[src/rtl/alu_sequencer.sv]
// Issue side of a 32-bit combinational ALU: accepts one op at a time, drives registered
// operands/select, captures the ALU result and returns tagged responses in order through a FIFO.
module alu_sequencer #(
  parameter int TAG_W       = 4,
  parameter int RSP_DEPTH   = 4,
  parameter int MULDIV_WAIT = 2
) (
  input  logic             clk,
  input  logic             rst_n,
  input  logic             req_valid_i,
  output logic             req_ready_o,
  input  logic [3:0]       req_opcode_i,
  input  logic [31:0]      req_a_i,
  input  logic [31:0]      req_b_i,
  input  logic [TAG_W-1:0] req_tag_i,
  output logic [31:0]      alu_op1_o,
  output logic [31:0]      alu_op2_o,
  output logic [2:0]       alu_sel_o,
  input  logic [31:0]      alu_result_i,
  input  logic             alu_zflag_i,
  output logic             rsp_valid_o,
  input  logic             rsp_ready_i,
  output logic [31:0]      rsp_result_o,
  output logic             rsp_zero_o,
  output logic             rsp_err_o,
  output logic [TAG_W-1:0] rsp_tag_o
);
  localparam int PW = $clog2(RSP_DEPTH);
  localparam int WW = (MULDIV_WAIT > 0) ? $clog2(MULDIV_WAIT + 1) : 1;
  localparam logic [PW:0] DEPTH_C = (PW+1)'(RSP_DEPTH);

  typedef enum logic {S_IDLE, S_EXEC} state_t;
  typedef enum logic [1:0] {K_NORM, K_ILL, K_DIV0} kind_t;

  state_t           r_state, w_state_nxt;
  kind_t            r_kind, w_kind;
  logic [WW-1:0]    r_wait;
  logic [TAG_W-1:0] r_tag;
  logic             w_ready, w_accept, w_push, w_pop, w_muldiv;
  logic [31:0]      w_res;
  logic             w_zero, w_err;

  logic [31:0]      r_res  [RSP_DEPTH];
  logic             r_zero [RSP_DEPTH];
  logic             r_err  [RSP_DEPTH];
  logic [TAG_W-1:0] r_tagq [RSP_DEPTH];
  logic [PW-1:0]    r_wr, r_rd;
  logic [PW:0]      r_cnt;

  always_ff @(posedge clk or negedge rst_n) begin
    if (!rst_n) r_state <= S_IDLE;
    else        r_state <= w_state_nxt;
  end

  always_comb begin
    w_state_nxt = r_state;
    case (r_state)
      S_IDLE:  if (w_accept) w_state_nxt = S_EXEC;
      S_EXEC:  if (r_wait == '0) w_state_nxt = S_IDLE;
      default: w_state_nxt = S_IDLE;
    endcase
  end

  // FIFO space is checked at accept, so the later push can never overflow.
  always_comb begin
    w_ready = rst_n && (r_state == S_IDLE) && (r_cnt < DEPTH_C);
    w_push  = (r_state == S_EXEC) && (r_wait == '0);
  end

  assign w_accept = req_valid_i && w_ready;
  assign w_pop    = rsp_valid_o && rsp_ready_i;

  always_comb begin
    w_kind = K_NORM;
    if (req_opcode_i[3])                                  w_kind = K_ILL;
    else if (req_opcode_i[2:0] == 3'd4 && req_b_i == '0)  w_kind = K_DIV0;
    w_muldiv = (w_kind == K_NORM) &&
               (req_opcode_i[2:0] == 3'd3 || req_opcode_i[2:0] == 3'd4);
  end

  always_ff @(posedge clk or negedge rst_n) begin
    if (!rst_n) begin
      alu_op1_o <= '0;
      alu_op2_o <= '0;
      alu_sel_o <= '0;
      r_tag     <= '0;
      r_kind    <= K_NORM;
      r_wait    <= '0;
    end else if (w_accept) begin
      alu_op1_o <= req_a_i;
      alu_op2_o <= req_b_i;
      alu_sel_o <= (w_kind == K_ILL) ? 3'b000 : req_opcode_i[2:0];
      r_tag     <= req_tag_i;
      r_kind    <= w_kind;
      r_wait    <= w_muldiv ? WW'(MULDIV_WAIT) : '0;
    end else if (r_state == S_EXEC && r_wait != '0) begin
      r_wait <= r_wait - 1'b1;
    end
  end

  // Error entries override whatever the ALU is producing.
  always_comb begin
    w_res  = alu_result_i;
    w_zero = ~alu_zflag_i;
    w_err  = 1'b0;
    case (r_kind)
      K_ILL:   begin w_res = '0;           w_zero = 1'b0; w_err = 1'b1; end
      K_DIV0:  begin w_res = 32'hFFFF_FFFF; w_zero = 1'b0; w_err = 1'b1; end
      default: ;
    endcase
  end

  always_ff @(posedge clk or negedge rst_n) begin
    if (!rst_n) begin
      for (int i = 0; i < RSP_DEPTH; i++) begin
        r_res[i]  <= '0;
        r_zero[i] <= 1'b0;
        r_err[i]  <= 1'b0;
        r_tagq[i] <= '0;
      end
      r_wr  <= '0;
      r_rd  <= '0;
      r_cnt <= '0;
    end else begin
      if (w_push) begin
        r_res[r_wr]  <= w_res;
        r_zero[r_wr] <= w_zero;
        r_err[r_wr]  <= w_err;
        r_tagq[r_wr] <= r_tag;
        r_wr         <= r_wr + 1'b1;
      end
      if (w_pop) r_rd <= r_rd + 1'b1;
      case ({w_push, w_pop})
        2'b10:   r_cnt <= r_cnt + 1'b1;
        2'b01:   r_cnt <= r_cnt - 1'b1;
        default: ;
      endcase
    end
  end

  assign req_ready_o  = w_ready;
  assign rsp_valid_o  = (r_cnt != '0);
  assign rsp_result_o = r_res[r_rd];
  assign rsp_zero_o   = r_zero[r_rd];
  assign rsp_err_o    = r_err[r_rd];
  assign rsp_tag_o    = r_tagq[r_rd];

endmodule

[config.mk]
export PLATFORM = sky130hd
export DESIGN_NAME = alu_sequencer
export DESIGN_NICKNAME = d
export VERILOG_FILES = /design/src/rtl/alu_sequencer.sv
export SDC_FILE = /design/constraint.sdc
export NUM_CORES = 1
export LEC_CHECK = 0
export ABC_CLOCK_PERIOD_IN_PS = 2600
export CAP_MARGIN = 20
export CORE_MARGIN = 10
export CORE_UTILIZATION = 43
export CTS_CLUSTER_DIAMETER = 200
export DETAILED_ROUTE_END_ITERATION = 6
export HOLD_SLACK_MARGIN = 0.03
export PLACE_DENSITY = 0.76
export SYNTH_ARGS = -nofsm -noshare
export SYNTH_HDL_FRONTEND = slang
export SYNTH_SLANG_ARGS = --single-unit
[constraint.sdc]
create_clock -name clk -period 2.6 [get_ports clk]
set_clock_uncertainty 0.15 [all_clocks]
set_input_delay 0.26 -clock clk [delete_from_list [all_inputs] [get_ports clk]]
set_output_delay 0.26 -clock clk [all_outputs]
set_load 0.01 [all_outputs]
======== Word level (Yosys, flattened, before mapping) ========
Index checks and enable logic that the tools add are counted.
operators by class
  add/sub/neg operators ................... 5
  magnitude comparators ................... 4
  equal/unequal tests ..................... 7
  multiplexer cells ....................... 35
  bitwise logic cells ..................... 4
  reduce and logical (&&, ||, !) cells .... 18
operators with widths
  operator             number
  $bwmux 128           1
  $mux 32              3
  $bmux 32 s2          1
  $demux 32 s2         1
  $pmux 32 s2          1
  $logic_not 32->1     1
  $bwmux 16            1
  $mux 4               3
  $mux 2               5
  $logic_and 1x1->1    9
  $mux 1               9
  $bmux 4 s2           1
  $bwmux 4             2
  $demux 4 s2          1
  $eq 2x1->1 const B   3
  $ge 3x3->1 const B   2
  $not 2->3            2
  $pmux 3 s2           1
  $reduce_bool 2->1    3
  $add 2x1->2 const B  2
  $bmux 1 s2           2
  $eq 2x2->1 const B   2
  $logic_not 2->1      2
  $add 3x1->3 const B  1
  13 further kinds     14
word-level totals
  flip-flop bits (word level) ............. 235
  input bits .............................. 109
  output and inout port bits .............. 107
  logic and storage cells ................. 99

======== Longest topological paths before layout ========
Gate-level depths: netlist of run 1.
  depth after elaboration ................. 8
  mapped depth ............................ 10

======== Least setup slack after synthesis of run 1 ========
Ideal clock, no wire load.
  path kind ............................... reg2reg
  from .................................... reg r_cnt[1]
  to ...................................... reg r_cnt[1]
  setup time .............................. 0.083 ns
  data arrival time ....................... 1.792 ns
  required time ........................... 2.367 ns
  setup slack ............................. 0.576 ns
  cell stages (with the launch flop) ...... 7
  path buffers ............................ 0
  cell sequence ........................... dfrtp_1 or3_1 and2_1 ha_1 inv_1 fa_1 o21ai_0
on the way
  cells in the longest elaborated chain, start to end .. 4
  elaborated cells on any way between the ends .. 8
  classes of those cells .................. add/sub: 2; eq/ne: 2; mux: 1; reduce/logical: 3
ends and longest elaborated chain
  item                                             RTL line  source
  from (decl)                                      48        logic [PW:0] r_cnt;
  from (signal assigned)                           134       2'b10: r_cnt <= r_cnt + 1'b1;
  from (signal assigned)                           135       2'b01: r_cnt <= r_cnt - 1'b1;
  $reduce_bool 3->1 (*)                            142       assign rsp_valid_o = (r_cnt != '0);
  net rsp_valid_o                                  21        output logic rsp_valid_o,
  $logic_and 1x1->1 (*)                            71        assign w_pop = rsp_valid_o && rsp_ready_i;
  net w_pop                                        39        logic w_ready, w_accept, w_push, w_pop, w_muldiv;
  $eq 2x1->1 or $eq 2x2->1 (tied branches)         133       case ({w_push, w_pop})
  $pmux 3 s2 or $reduce_bool 2->1 (tied branches)  n/a
Mark *: on every way through the listed nets, which the timed path passes. The rest lies on a longest branch.
A chain may end at the register's enable or synchronous reset.

======== Final worst setup path of run 1 ========
  from .................................... reg r_rd[0]
  to ...................................... out rsp_result_o[8]
on the way
  cells in the longest elaborated chain, start to end .. 4
ends and longest elaborated chain
  item                                        RTL line  source
  from (decl)                                 47        logic [PW-1:0] r_wr, r_rd;
  from (signal assigned)                      132       if (w_pop) r_rd <= r_rd + 1'b1;
  $not 2->3 (not written as such)             143       assign rsp_result_o = r_res[r_rd];
  $bmux 32 s2                                 143
  $mux 32 (not written as such) (2 in a row)  143
  to (decl)                                   23        output logic [31:0] rsp_result_o,
Every way passes these cells. The select of a mux whose other input is x is not followed.

==> key figures, run 1 <==
Die
  – Placeable Area: 22600 sq um
  – Starting density of the core: 43.6%
  – # IOs: ~220
  – Die X: 172 um
  – Die height: ~170 um
  – Cell Rows: between 50 and 60
  – DIE AREA: about 29000 sq um

Clock tree
  – Worst-skew pair later-pin latency: 520 ps
  – CTS sink count: between 200 and 250
  – CTS tree: yes
  – # H-tree levels: 1
  – CTS clk-pin slew, worst paths: ~60 ps
  – Clock Path Buffers: 3
  – CTS root buf: clkbuf_16
  – Total CTS buffers: 25

Synthesis
  – Mapped Cells: 938
  – Syn nets: between 1000 and 1500
  – Post-synth EDFFs: 0
  – Yosys top cell area share: approximately three fifths
  – Avg Inst Size Synth: approximately 11 sq um
  – Mapped Area: 9870 sq um
  – Post-synthesis cell type count: 33
  – Seq cells post-synth: 235
  – Main synth FF type: dfrtp_1
  – Most frequent cell after synthesis: nand2_1
  – Synth Warn #: 0
  – Async S/R FF share, synth: 100%
  – Largest area contributor in the netlist: dfrtp_1
  – Most frequent cells after synthesis: nand2_1 (355), dfrtp_1 (235), o21ai_0 (138)
  – Sequential fraction of the synthesis area: between 50% and 60%
  – Dominant cells by area after synthesis: dfrtp_1 (60%), nand2_1 (14%), mux4_2 (8.7%)

Power
  – Pwr/cell area: 1270 nW/um^2
  – Combinational group share of total power: 40.4%
  – Internal Power: between 10 and 15 mW
  – Sw Pwr: roughly 5.6 mW
  – Leak: about 6.1 nW
  – Clock power share: 21.3%
  – Flop pwr share: between 30% and 40%
  – IR Drop Worst-Case VDD: 0.664 mV
  – Tot Pwr: 16.7 mW
  – Switching share of total power: 33.5%

Placed design
  – Final GP Congestion: 0.791
  – HPWL after DPL: around 17 mm
  – Port bufs: 215
  – Setup WS pre-CTS: 385 ps

Detailed routing
  – TritonRoute pass-1 iters: 4
  – Vias per inst: 5.11
  – Initial DRC count: 511
  – Wirelength, routed: between 20 and 30 mm
  – Avg WL per Cell: 18.2 um
  – Remaining antenna violation count: 0
  – DR vias: 7356
  – DRC errors left: 0

Timing
  – Final setup viols: 0
  – RSZ-0062 raised after global routing: no
  – Setup ws final: approximately 77 ps
  – Min Tclk post-route: about 2500 ps
  – Worst Hold Margin: between 100 and 150 ps
  – Rel. slew slack: 44.7%
  – Pins Over Slew Limit: 0
  – F_max: 396 MHz
  – Slew @ Worst Pin: 830 ps
  – Final period utilization: 97.0%
  – Hold Fails Final Rpt: 0
  – Setup TNS: 0 ps

Critical path
  – CP Data Required Time: approximately 2200 ps
  – Critical R2R Capture: r_cnt[2]
  – Crit Path Class: flop to output pin
  – Worst r2r src: r_wait[0]
  – Worst Path Arrival: 2110 ps
  – Worst-path fanout max: 15
  – R2R Setup Slk: approximately 470 ps
  – CP Capture Type: output pin
  – Worst Setup Start Kind: flop
  – R2R cell count: 9

Status
  – Status: finished, final reports clean

Final layout
  – Nets: 1256
  – Share of cells above drive strength 1: between 10% and 20%
  – FF+latch area: 5890 sq um
  – Filler cells: 1872
  – Multi-input combinational cell area: 3680 sq um
  – Syn-to-layout area delta: 33.5%

GRT
  – Vias in the first global route: 7769
  – Remaining global-route overflow: 0
  – Tot GR Track Use: 17.7%
  – Largest net degree at the start of global routing: 141
  – First-pass GRT wire length: 42.0 mm
  – Initial antenna violation count: 0

Run
  – Max-Cap Viols: 0

Worst hold path
  – Hold Startpoint: req_a_i[24]
  – Hold/Removal Path Class: primary input to flop
  – Hold Crit Depth: 3
  – Worst Hold End: alu_op1_o[24]
==> sequential cells by signal (all words and copies together), names as in the netlist, 4 cells and up <==
register / cells
r_res: 128
alu_op1_o: 32
alu_op2_o: 32
r_tagq: 16
r_err: 4
r_tag: 4
r_zero: 4
==> per-stage QoR <==
step | instances | util, % | instance area, sq um
6_report | 1439 | 58.2 | 13200
5_1_grt | 1438 | 58.2 | 13200
4_1_cts | 1435 | 58.0 | 13100
3_5_place_dp | 1391 | 54.3 | 12300
3_3_place_gp | 1391 | 54.3 | 12300
2_1_floorplan | 938 | - | 9870
==> metal layers <==
layer | track usage, % | wire length (um)
met1 | 22.2 | 10900
met2 | 27.3 | 11700
met3 | 8.21 | 3100
met4 | 4.35 | 476
met5 | 0 | 0
==> cell type report <==
class	count	share of cell area, %
Sequential cell	235	44.7
Multi-Input combinational cell	631	27.9
Timing Repair Buffer	238	18.3
Clock buffer	33	5.20
Tap cell	285	2.71
Clock inverter	8	0.930
Inverter	8	0.228
Antenna cell	1	0.0190
==> repair_timing <==
item,in CTS,in global routing
setup buffers,1,3
hold endpoints to repair,30,0
hold buffers,1,0
gates cloned,1,0
endpoints found under the setup margin,38,4
resized for setup,38,3
==> how the worst max path moves through the flow <==
stage	start	endpoint	slack (ps)	cells past startpoint
3_3_place_gp	req_b_i[1]	r_kind[1]	430	5
5_1_grt	r_rd[0]	rsp_result_o[3]	3	3
2_1_floorplan	r_cnt[1]	r_cnt[1]	580	6
3_5_place_dp	rsp_ready_i	r_cnt[2]	380	8
6_report	r_rd[0]	rsp_result_o[8]	80	4
4_1_cts	r_rd[1]	rsp_result_o[5]	8	3
==> power groups by stage <==
stage	clock network, mW	registers [mW]	logic (mW)
finish	3.56	6.41	6.76
global route	3.80	6.62	7.50
CTS	3.65	6.46	6.78
detailed placement	0	6.48	7.03
global placement	0	6.40	6.86
floorplan	0	6.38	3.56
==> kinds of logic (layout without fill, tap and decap cells) <==
| kind of cell | Yosys count | in the layout | synth area share (%) |
|---|---|---|---|
| flops | 235 | 235 | 59.6 |
| mux | 55 | 55 | 10.6 |
| buf+inv | 72 | 287 | 3.38 |
| compound gates | 175 | 175 | 8.94 |
| simple gates | 386 | 386 | 15.8 |
| other cells | 0 | 1 | 0 |
| fa+ha+maj | 8 | 8 | 1.09 |
| xor+xnor | 7 | 7 | 0.621 |
==> placed cells by master (no fill, tap or decap), types with 2 or more instances in the layout <==
cell type	synthesis	routed
a21oi_1	34	34
buf_12	0	8
buf_4	0	13
bufinv_16	0	3
clkbuf_1	38	5
clkbuf_16	0	25
clkbuf_8	0	3
clkdlybuf4s50_1	0	178
clkinv_2	0	3
dfrtp_1	235	233
dlygate4sd2_1	0	34
dlymetal6s2s_1	0	2
ha_1	7	7
inv_1	8	8
inv_6	0	2
mux2_2	17	17
mux4_2	38	38
nand2_1	355	354
nand3_2	0	4
nand3b_1	4	4
nor2_1	2	2
nor4_1	3	3
nor4_2	4	4
o21ai_0	138	138
xnor2_1	4	4
xor2_1	3	3
==> critical path, stage by stage, from the launching register on <==
cell           delay [ps]
dfrtp_2               440
buf_12                130
buf_16                170
mux4_2                530
dlygate4sd2_1         300
(Power assumes the default switching activity.)
==> inputs of run 2 (changes only) <==
--- a/config.mk
+++ b/config.mk
@@ -7,12 +7,14 @@
 export LEC_CHECK = 0
 export ABC_CLOCK_PERIOD_IN_PS = 2600
 export CAP_MARGIN = 20
+export CORE_ASPECT_RATIO = 0.9
 export CORE_MARGIN = 10
 export CORE_UTILIZATION = 43
 export CTS_CLUSTER_DIAMETER = 200
 export DETAILED_ROUTE_END_ITERATION = 6
+export DONT_BUFFER_PORTS = 1
 export HOLD_SLACK_MARGIN = 0.03
-export PLACE_DENSITY = 0.76
+export PLACE_DENSITY = 0.64
 export SYNTH_ARGS = -nofsm -noshare
 export SYNTH_HDL_FRONTEND = slang
 export SYNTH_SLANG_ARGS = --single-unit
==> key figures, run 2 (synthesis gave the netlist of run 1 again) <==
Power
  – Internal Power: 9.50 mW
  – Combinational group share of total power: between 30% and 40%
  – Clock power share: between 20% and 30%
  – IR Drop Worst-Case VDD: roughly 0.61 mV
  – Pwr/cell area: 1230 nW/um^2
  – Flop pwr share: 46.0%
  – Tot Pwr: 14.9 mW
  – Sw Pwr: 5.39 mW
  – Leak: 5.66 nW
  – Switching share of total power: 36.2%

Die
  – Die X: ~180 um
  – DIE AREA: 29400 sq um
  – Cell Rows: 52
  – Starting density of the core: 43.8%
  – # IOs: 216
  – Die height: 164 um
  – Placeable Area: approximately 23000 sq um

Clock tree
  – # H-tree levels: 1
  – CTS sink count: 235
  – Clock Path Buffers: 3
  – CTS tree: yes
  – Cts hold-fix bufs: 108
  – Total CTS buffers: 26
  – Worst-skew pair later-pin latency: 520 ps
  – CTS clk-pin slew, worst paths: 60 ps
  – CTS root buf: clkbuf_16
  – Post_cts resized: 0
  – Post-CTS setup buffers: 0

Detailed routing
  – Vias per inst: 5.29
  – TritonRoute pass-1 iters: 5
  – Initial DRC count: a little over 400
  – Remaining antenna violation count: 0
  – DR vias: about 7100
  – DRC errors left: 0
  – Wirelength, routed: 26.2 mm
  – Avg WL per Cell: a little under 20 um

Critical path
  – CP Capture Point: r_tag[0]
  – Worst-path fanout max: 15
  – Crit Path Class: flop to flop
  – Most used cell, CP: nand2_1
  – CP max-delay cell: dlygate4sd3_1
  – Delay-heaviest family, CP: simple AND/OR/NAND/NOR gates
  – CP peak stage delay: 540 ps
  – Worst Setup SP: r_state
  – CP bufs+invs: 2
  – Worst Path Arrival: 2730 ps
  – Worst r2r src: r_state
  – Critical path cell sequence: nor3b_2 -> and2_2 -> buf_4 -> nand2_1 -> nand2_1 -> dlygate4sd3_1
  – R2R cell count: 6
  – R2R Setup Slk: 170 ps
  – CP Capture Type: flop
  – CP Data Required Time: 2910 ps
  – Crit path depth: 6
  – Worst Setup Start Kind: flop
  – Critical R2R Capture: r_tag[0]

GRT
  – Remaining global-route overflow: 0
  – First-pass GRT wire length: between 40 and 50 mm
  – Largest net degree at the start of global routing: 237
  – Vias in the first global route: 7517
  – Tot GR Track Use: 17.6%
  – Initial antenna violation count: 1

Placed design
  – HPWL after DPL: 16.4 mm
  – Final GP Congestion: ~0.77
  – Port bufs: 0
  – Setup WS pre-CTS: 422 ps

Timing
  – Hold Fails Final Rpt: between 200 and 250
  – Setup ws final: 174 ps
  – RSZ-0062 raised after global routing: no
  – Setup TNS: 0 ps
  – Final setup viols: 0
  – Worst Hold Margin: -714 ps
  – Min Tclk post-route: 2430 ps
  – F_max: 412 MHz
  – Final period utilization: 93.3%
  – Rel. slew slack: around 52%
  – Pins Over Slew Limit: 0
  – Slew @ Worst Pin: slightly above 700 ps

Final layout
  – Share of cells above drive strength 1: between 10 and 15%
  – Nets: 1150
  – Final core occ: 53.8%
  – Most flop-heavy register: r_res
  – Biggest regs: r_res x128, alu_op1_o x32, alu_op2_o x32
  – Commonest non-fill, non-tap cell in the layout: nand2_1
  – Max reg flops: 128
  – Most frequent cells in the layout: nand2_1 (354), dfrtp_1 (233), o21ai_0 (138)
  – Syn-to-layout area delta: 22.7%

Status
  – Status: finished with violations
  – Failing checks: negative hold slack

Run
  – Max-Cap Viols: 0

Worst hold path
  – Hold/Removal Path Class: primary input to async pin
[run 2: final cells by class]
cell class / count / area [sq um]
antenna: 1 / 2.50
clock buffer: 38 / 767
clock inverter: 8 / 56.3
fill: 1925 / 10400
inverter: 8 / 30.0
multi-input combinational: 631 / 3690
sequential: 235 / 5880
tap: 297 / 372
timing repair buffer: 131 / 1320
[run 2: worst min-delay path by stage]
| stage | cells past startpoint | end | slack (ps) |
|---|---|---|---|
| 3_3_place_gp | 0 | r_res[105] | -180 |
| 2_1_floorplan | 0 | alu_op1_o[0] | -190 |
| 6_report | 0 | r_res[107] | -710 |
| 3_5_place_dp | 0 | r_res[107] | -180 |
| 5_1_grt | 0 | r_res[41] | -750 |
| 4_1_cts | 0 | r_res[107] | -730 |
[run 2: metal layers]
layer | global-route usage (%) | up-vias | part of all wire [%]
li1 | - | 3334 | -
met1 | 22.4 | 3480 | 42
met2 | 28.2 | 288 | 46
met3 | 6.91 | 34 | 10
met4 | 3.64 | 0 | 1.7
met5 | 0 | - | 0
[run 2: metrics by stage]
step                      area [sq um]  std cells
after floorplan                   9870        938
after global placement           10200       1194
after detailed placement         10200       1194
after CTS                        12100       1348
after global routing             12100       1349
final                            12100       1349
[run 2: power groups by stage]
stage	Combinational, mW	Clock, mW	Sequential [mW]
floorplan	3.56	0	6.38
global placement	4.29	0	6.84
detailed placement	4.45	0	6.85
CTS	4.59	3.61	6.85
global route	5.15	3.76	7.10
finish	4.53	3.51	6.85
